File: config.mk
export PLATFORM = sky130hd
export DESIGN_NAME = mult_datapath
export DESIGN_NICKNAME = d
export VERILOG_FILES = /design/src/rtl/mult_pkg.sv /design/src/rtl/mult_prod_reg.sv /design/src/rtl/mult_datapath.sv
export SDC_FILE = /design/constraint.sdc
export NUM_CORES = 1
export LEC_CHECK = 0
export CAP_MARGIN = 20
export CORE_MARGIN = 4
export CORE_UTILIZATION = 55
export CTS_CLUSTER_SIZE = 24
export DETAILED_ROUTE_END_ITERATION = 8
export GPL_TIMING_DRIVEN = 0
export PLACE_DENSITY_LB_ADDON = 0.2
export SETUP_SLACK_MARGIN = 0.2
export SLEW_MARGIN = 5
export SYNTH_ARGS = -nofsm -noshare
export SYNTH_HDL_FRONTEND = slang
export SYNTH_HIERARCHICAL = 1
export SYNTH_SLANG_ARGS = --single-unit
File: constraint.sdc
create_clock -name clk -period 4.1 [get_ports clk]
set_clock_uncertainty 0.1 [all_clocks]
set_input_delay 0.41 -clock clk [delete_from_list [all_inputs] [get_ports clk]]
set_output_delay 0.41 -clock clk [all_outputs]
set_load 0.02 [all_outputs]
File: src/rtl/mult_pkg.sv
// Shared types and constants for the shift-add multiplier datapath.
package mult_pkg;

  localparam int MULT_ITER = 32;
  localparam int MULT_W    = 32;

  typedef enum logic [1:0] {
    S_IDLE  = 2'd0,
    S_START = 2'd1,
    S_RUN   = 2'd2,
    S_HOLD  = 2'd3
  } mult_dp_state_e;

  typedef logic [MULT_W-1:0]   mult_operand_t;
  typedef logic [2*MULT_W-1:0] mult_product_t;

endpackage

File: src/rtl/mult_prod_reg.sv
// Product register for the shift-add multiplier: {carry, prod} with load,
// add-into-high-half and shift-right operations.
module mult_prod_reg
  import mult_pkg::*;
#(
  parameter int WIDTH = MULT_W
) (
  input  logic                 clk,
  input  logic                 reset,
  input  logic                 i_load,
  input  logic [WIDTH-1:0]     i_mcand,
  input  logic [WIDTH-1:0]     i_mplier,
  input  logic                 i_add,
  input  logic                 i_shift,
  output logic [2*WIDTH-1:0]   o_prod,
  output logic [2*WIDTH-1:0]   o_shifted
);

  logic [WIDTH-1:0]   r_mcand;
  logic [2*WIDTH-1:0] r_prod;
  logic               r_carry;
  logic [WIDTH:0]     w_sum;
  logic [2*WIDTH-1:0] w_shifted;

  // The carry out of the add becomes the MSB on the following shift.
  assign w_sum     = {1'b0, r_prod[2*WIDTH-1:WIDTH]} + {1'b0, r_mcand};
  assign w_shifted = {r_carry, r_prod[2*WIDTH-1:1]};

  always_ff @(posedge clk or posedge reset) begin
    if (reset) begin
      r_mcand <= '0;
      r_prod  <= '0;
      r_carry <= 1'b0;
    end else if (i_load) begin
      r_mcand <= i_mcand;
      r_prod  <= {{WIDTH{1'b0}}, i_mplier};
      r_carry <= 1'b0;
    end else if (i_shift) begin
      r_prod  <= w_shifted;
      r_carry <= 1'b0;
    end else if (i_add) begin
      {r_carry, r_prod[2*WIDTH-1:WIDTH]} <= w_sum;
    end
  end

  assign o_prod    = r_prod;
  assign o_shifted = w_shifted;

endmodule

File: src/rtl/mult_datapath.sv
// Shift-add multiplier datapath with operand/result valid-ready handshakes.
// Define MULT_DP_OVF_EN to add the ovf output (product exceeds WIDTH bits).
module mult_datapath
  import mult_pkg::*;
#(
  parameter int WIDTH = MULT_W
) (
  input  logic                 clk,
  input  logic                 reset,
  input  logic                 in_valid,
  output logic                 in_ready,
  input  logic [WIDTH-1:0]     multiplicand,
  input  logic [WIDTH-1:0]     multiplier,
  output logic                 start,
  output logic                 multiplier_bit0,
  input  logic                 prod_reg_ld_high,
  input  logic                 prod_reg_shift_rt,
  input  logic                 done,
  output logic                 out_valid,
  input  logic                 out_ready,
  output logic [2*WIDTH-1:0]   product
`ifdef MULT_DP_OVF_EN
  ,
  output logic                 ovf
`endif
);

  mult_dp_state_e     r_state;
  logic               r_in_ready;
  logic               r_start;
  logic               r_out_valid;
  logic [2*WIDTH-1:0] r_result;
  logic               w_load;
  logic               w_run;
  logic               w_shift;
  logic               w_add;
  logic [2*WIDTH-1:0] w_prod;
  logic [2*WIDTH-1:0] w_shifted;

  // Sequencer commands are honoured only in S_RUN; shift wins over add.
  assign w_load  = (r_state == S_IDLE) && in_valid;
  assign w_run   = (r_state == S_RUN);
  assign w_shift = w_run && prod_reg_shift_rt;
  assign w_add   = w_run && prod_reg_ld_high && !prod_reg_shift_rt;

  mult_prod_reg #(.WIDTH(WIDTH)) u_prod_reg (
    .clk       (clk),
    .reset     (reset),
    .i_load    (w_load),
    .i_mcand   (multiplicand),
    .i_mplier  (multiplier),
    .i_add     (w_add),
    .i_shift   (w_shift),
    .o_prod    (w_prod),
    .o_shifted (w_shifted)
  );

`ifdef MULT_DP_OVF_EN
  logic r_ovf;
`endif

  always_ff @(posedge clk or posedge reset) begin
    if (reset) begin
      r_state     <= S_IDLE;
      r_in_ready  <= 1'b1;
      r_start     <= 1'b0;
      r_out_valid <= 1'b0;
      r_result    <= '0;
`ifdef MULT_DP_OVF_EN
      r_ovf       <= 1'b0;
`endif
    end else begin
      case (r_state)
        S_IDLE: begin
          if (in_valid) begin
            r_state    <= S_START;
            r_in_ready <= 1'b0;
            r_start    <= 1'b1;
          end
        end
        S_START: begin
          r_start <= 1'b0;
          r_state <= S_RUN;
        end
        S_RUN: begin
          if (w_shift && done) begin
            r_result    <= w_shifted;
            r_out_valid <= 1'b1;
            r_state     <= S_HOLD;
`ifdef MULT_DP_OVF_EN
            r_ovf       <= |w_shifted[2*WIDTH-1:WIDTH];
`endif
          end
        end
        S_HOLD: begin
          if (out_ready) begin
            r_out_valid <= 1'b0;
            r_in_ready  <= 1'b1;
            r_state     <= S_IDLE;
          end
        end
        default: r_state <= S_IDLE;
      endcase
    end
  end

  assign in_ready        = r_in_ready;
  assign start           = r_start;
  assign out_valid       = r_out_valid;
  assign product         = r_result;
  assign multiplier_bit0 = w_prod[0];
`ifdef MULT_DP_OVF_EN
  assign ovf             = r_ovf;
`endif

  a_no_add_and_shift: assert property (@(posedge clk) disable iff (reset)
    !(w_run && prod_reg_ld_high && prod_reg_shift_rt));

endmodule

## Word level (Yosys, flattened, before mapping)

Cells that the tools add are included.

| operators by class | value |
|---|---|
| add/sub/neg operators | 1 |
| equality and inequality tests | 6 |
| muxes and demuxes | 19 |
| reduce and logical (&&, ||, !) cells | 17 |

Operators with widths:

| kind | number |
|---|---|
| $mux W32 | 3 |
| $mux W64 | 1 |
| $add A32 B32 Y33 | 1 |
| $reduce_and A3 Y1 | 3 |
| $mux W1 | 8 |
| $pmux W2 S4 | 1 |
| $reduce_bool A2 Y1 | 4 |
| $mux W2 | 3 |
| $pmux W1 S2 | 3 |
| $logic_and A1 B1 Y1 | 5 |
| $eq A2 B2 Y1 const B | 2 |
| $ne A2 B2 Y1 const B | 2 |
| $reduce_and A2 Y1 | 2 |
| $reduce_bool A3 Y1 | 1 |
| $eq A2 B1 Y1 const B | 1 |
| $logic_not A2 Y1 | 1 |
| $ne A2 B1 Y1 const B | 1 |
| $logic_not A1 Y1 | 1 |

| word-level totals | value |
|---|---|
| flip-flop bits (word level) | 166 |
| input bits | 71 |

## Logic depth before layout (Yosys ltp)

| depth | value |
|---|---|
| depth in word-level cells | 6 |
| depth in mapped cells | 11 |
| gate-level depth less buffers | 11 |

## By module

The synthesis kept the hierarchy.

Modules (own cells, without submodules):

| module | times used | cells each | area each (um^2) |
|---|---|---|---|
| mult_prod_reg | 1 | 685 | 6480.0 |
| mult_datapath | 1 | 169 | 2745.1 |

## Worst setup path before layout

Ideal clock, no wire load.

| timing path | value |
|---|---|
| path type | register -> register |
| start point | register u_prod_reg.r_prod[32], in the netlist u_prod_reg/o_prod[32] |
| end point | register u_prod_reg.r_prod[56], in the netlist u_prod_reg/o_prod[56] |
| library setup time | 136 ps |
| arrival time | 2457 ps |
| data required time | 3864 ps |
| slack | 1407 ps |
| stages on the path, launching flop included | 12 |
| cells stage by stage | dfrtp_1 > ha_1 > fa_1 > a21o_1 > nand4_1 > a21oi_1 > o21ai_0 > a21oi_1 > or2_2 > xor2_1 > a211oi_1 > nor3_1 |

| on the way | value |
|---|---|
| cells in the longest elaborated chain, start to end | 4 |

Ends and longest elaborated chain:

| item | RTL line | RTL |
|---|---|---|
| start: declaration | mult_prod_reg.sv:20 | `logic [2*WIDTH-1:0] r_prod;` |
| start signal: assignment | mult_prod_reg.sv:36 | `r_prod <= {{WIDTH{1'b0}}, i_mplier};` |
| start signal: assignment | mult_prod_reg.sv:39 | `r_prod <= w_shifted;` |
| start signal: indexed assignment | mult_prod_reg.sv:42 | `{r_carry, r_prod[2*WIDTH-1:WIDTH]} <= w_sum;` |
| $add A32 B32 Y33 | mult_prod_reg.sv:26 | `assign w_sum = {1'b0, r_prod[2*WIDTH-1:WIDTH]} + {1'b0, r_mcand};` |
| $mux W32 | mult_prod_reg.sv:41 | `end else if (i_add) begin` |
| $mux W32 | mult_prod_reg.sv:38 | `end else if (i_shift) begin` |
| $mux W64 | mult_prod_reg.sv:34 | `end else if (i_load) begin` |

Every way passes these cells. The select of a mux whose other input is x is not followed.
A chain may end at the register's enable or synchronous reset.

## Final worst setup path

| timing path | value |
|---|---|
| start point | register u_prod_reg.r_prod[32], in the netlist u_prod_reg/o_prod[32] |
| end point | register u_prod_reg.r_prod[62], in the netlist u_prod_reg/o_prod[62] |

The elaborated chain is that of the path after synthesis.

==> metrics.txt <==
Initial DRC Count=453; # IOs=139; Cell Area, Synth=0.009225 mm²; Storage cell area=0.004155 mm²; Layout area overhead=24.81%; Commonest cells post-synth=dfrtp_1 (165), mux2_2 (93), buf_4 (67), nand2_1 (59), a21oi_1 (57); starting density of the core=55.83%; crit end category=flop; port bufs=138; vias in the first global route=6873; Post-synth EDFFs=0; Post-CTS Hold Buffers=0; fmax=0.3084 GHz; sequential-to-total area share from yosys stat=45.04%; final hold slack=252.7 ps; row count=47; die width=137.5 µm; # diodes=0; ranking of synthesized cells by area=dfrtp_1 (45%), mux2_2 (11%), buf_4 (5.5%); CP cell instances=ha_1 -> fa_1 -> a21o_1 -> nand4_1 -> a21oi_1 -> o21ai_0 -> a21oi_1 -> nor3_1 -> o21ai_1 -> xnor2_1 -> a2111oi_2; core area=0.01652 mm²; Critical Path Source Type=flop; top-count cell post-synth=dfrtp_1; Util after Layout=69.68%; global-route wire length before repair=34320 µm; full die area=0.01891 mm²; Slew Limit Fails=0; fin crit period=3243 ps; global-route usage over all layers=23.08%; Hold Crit Class=input port to asynchronous set/reset pin; Final setup viols=0; GP Congestion=0.9167; max-cap violations=0; sequential power share=30.6%; Slowest cell on crit path=dfrtp_1; reg2reg end=u_prod_reg/o_prod[62]; length in cells of the worst reg-to-reg path=11; die height=137.5 µm; Clock Latency Late Sink=420 ps; htree depth=4; Worst R2R Start=u_prod_reg/o_prod[32]; CTS Root Cell=clkbuf_16; Vias/cell=5.579; CTS Sinks=166; drt total wl=21260 µm; Routed Antenna Nets=0; combined area of the multi-input logic cells=0.004232 mm²; Least-Margin Pin Slew=777.9 ps; area leader, netlist=dfrtp_1; Hold Vio Cnt, Final=0; Fillers=1281; Netlist cell types=70; fin crit share=79.09%; Post-CTS Resized=0; Yosys Warn Count=6; TritonCTS clock tree=done; max incr delay on CP=420 ps; Crit Path Category=flop to flop; ys async rst share=100.0%; Comb pwr share=53.2%; post-detail-place hpwl=15680 µm; Pint=0.005803 W; Cell Pwr Density=832.6 mW/mm²; largest net degree at the start of global routing=68; Mapped Avg Cell Area=10.80 µm²; clock slew at reported path FFs=70 ps; cell mode on critical path=a21oi_1; final instance area=0.01151 mm²; leakage=5.180 nW; Sw Share=39.46%; postcts setup bufs=0; reg-to-reg slack, setup=860 ps; CTS Buffer Depth=2; Crit path required time=4310 ps; DRC Markers=0; Placed Instances=1214; crit path max fanout=4; drt wl/cell=17.06 µm; Vias=6952; CTS Buf Count=17; Post-synth top flop=dfrtp_1; Clk pwr share=16.1%; status=finished clean; fraction of layout cells with a size suffix above 1=22.22%; arrival time at the worst endpoint=3460 ps; syn_nets=963; First-pass DRT Iterations=5; Rel. slew slack=48.14%; post-synth top area share=44.76%; Max VDD drop=387.0 µV; final net count=1122; FF+latch count, synth=166; Post-Synthesis Cells=854; Post-DP Area=0.01094 mm²; initial antenna violation count=0; Net Sw Power=0.003783 W; Layout Cells excl Fill=1246; Total Neg Setup Slack=0 ps; unrepaired setup endpoints after global routing=false; grt ovf=0
per-stage QoR:
stage / power (W) / worst slack (ps)
after floorplan: 0.006507 / 1056
after global placement: 0.007906 / -577.3
after detailed placement: 0.008029 / 975.1
after CTS: 0.009610 / 933.1
after global routing: 0.01028 / 721.9
final: 0.009586 / 857.2
critical path: cells and delay by family, from the launching register on:
kind | cells | cell delay (ps)
AOI/OAI and AO/OA | 6 | 1350
adders and majority gates | 2 | 670
DFF | 1 | 420
and+or+nand+nor | 2 | 430
xor gates and xnor gates | 1 | 160
layout by cell type (no fill, tap or decap), types with 9 or more instances in the layout:
cell type / n
clkbuf_16: 17
nor2_1: 41
xnor2_1: 17
a221oi_1: 9
a21oi_1: 57
clkbuf_1: 28
nand4_1: 11
mux2i_1: 42
a21o_1: 15
nand2_1: 59
inv_1: 22
clkdlybuf4s50_1: 138
dfrtp_1: 165
ha_1: 37
mux2_2: 93
o21a_1: 10
buf_4: 67
o21ai_0: 48
a211oi_1: 10
logic make-up (layout without fill, tap and decap cells):
logic type      Yosys count  after routing  synth area share [%]
mux                     142            142                 16.76
flops                   166            166                 45.04
compound gates          190            190                 13.33
buf+inv                 135            307                 9.087
simple gates            158            158                 8.165
xor+xnor                 25             25                 2.374
fa+ha+maj                38             38                 5.235
how the worst max path moves through the flow:
stage                                startpoint                     end
after global routing      u_prod_reg/o_prod[32]   u_prod_reg/o_prod[62]
final                     u_prod_reg/o_prod[32]   u_prod_reg/o_prod[62]
after CTS                 u_prod_reg/o_prod[32]   u_prod_reg/o_prod[62]
after floorplan                           reset    u_prod_reg/o_prod[0]
after global placement                    reset  u_prod_reg/r_mcand[18]
after detailed placement  u_prod_reg/o_prod[32]   u_prod_reg/o_prod[62]
power groups by stage:
stage          logic (W)  registers [W]  clock network, W
3_3_place_gp     0.00497        0.00294                 0
4_1_cts          0.00510        0.00294           0.00157
3_5_place_dp     0.00507        0.00296                 0
5_1_grt          0.00561        0.00303           0.00165
6_report         0.00510        0.00294           0.00155
2_1_floorplan    0.00334        0.00317                 0
state kept, by name, indices dropped and copies added (netlist names):
name                cells
u_prod_reg/r_carry      1
in_ready                1
out_valid               1
r_state                 2
u_prod_reg/o_prod      64
start                   1
u_prod_reg/r_mcand     32
product                64
final cells by class:
class | count | area share (%)
Inverter | 24 | 0.8259
Tap cell | 220 | 2.391
Timing Repair Buffer | 140 | 12.48
Clock inverter | 15 | 1.271
Clock buffer | 17 | 3.695
Buffer | 111 | 6.499
Multi-Input combinational cell | 553 | 36.75
Sequential cell | 166 | 36.09
metal layers:
layer | vias to the layer above | routed length, µm | GRT usage, %
li1 | 3298 | - | -
met3 | 31 | 1284 | 3.433
met1 | 3385 | 9293 | 30.88
met4 | 0 | 480 | 7.982
met5 | - | 0 | 0
met2 | 238 | 10200 | 38.42
Note: power is estimated with default switching activity, not from simulation.
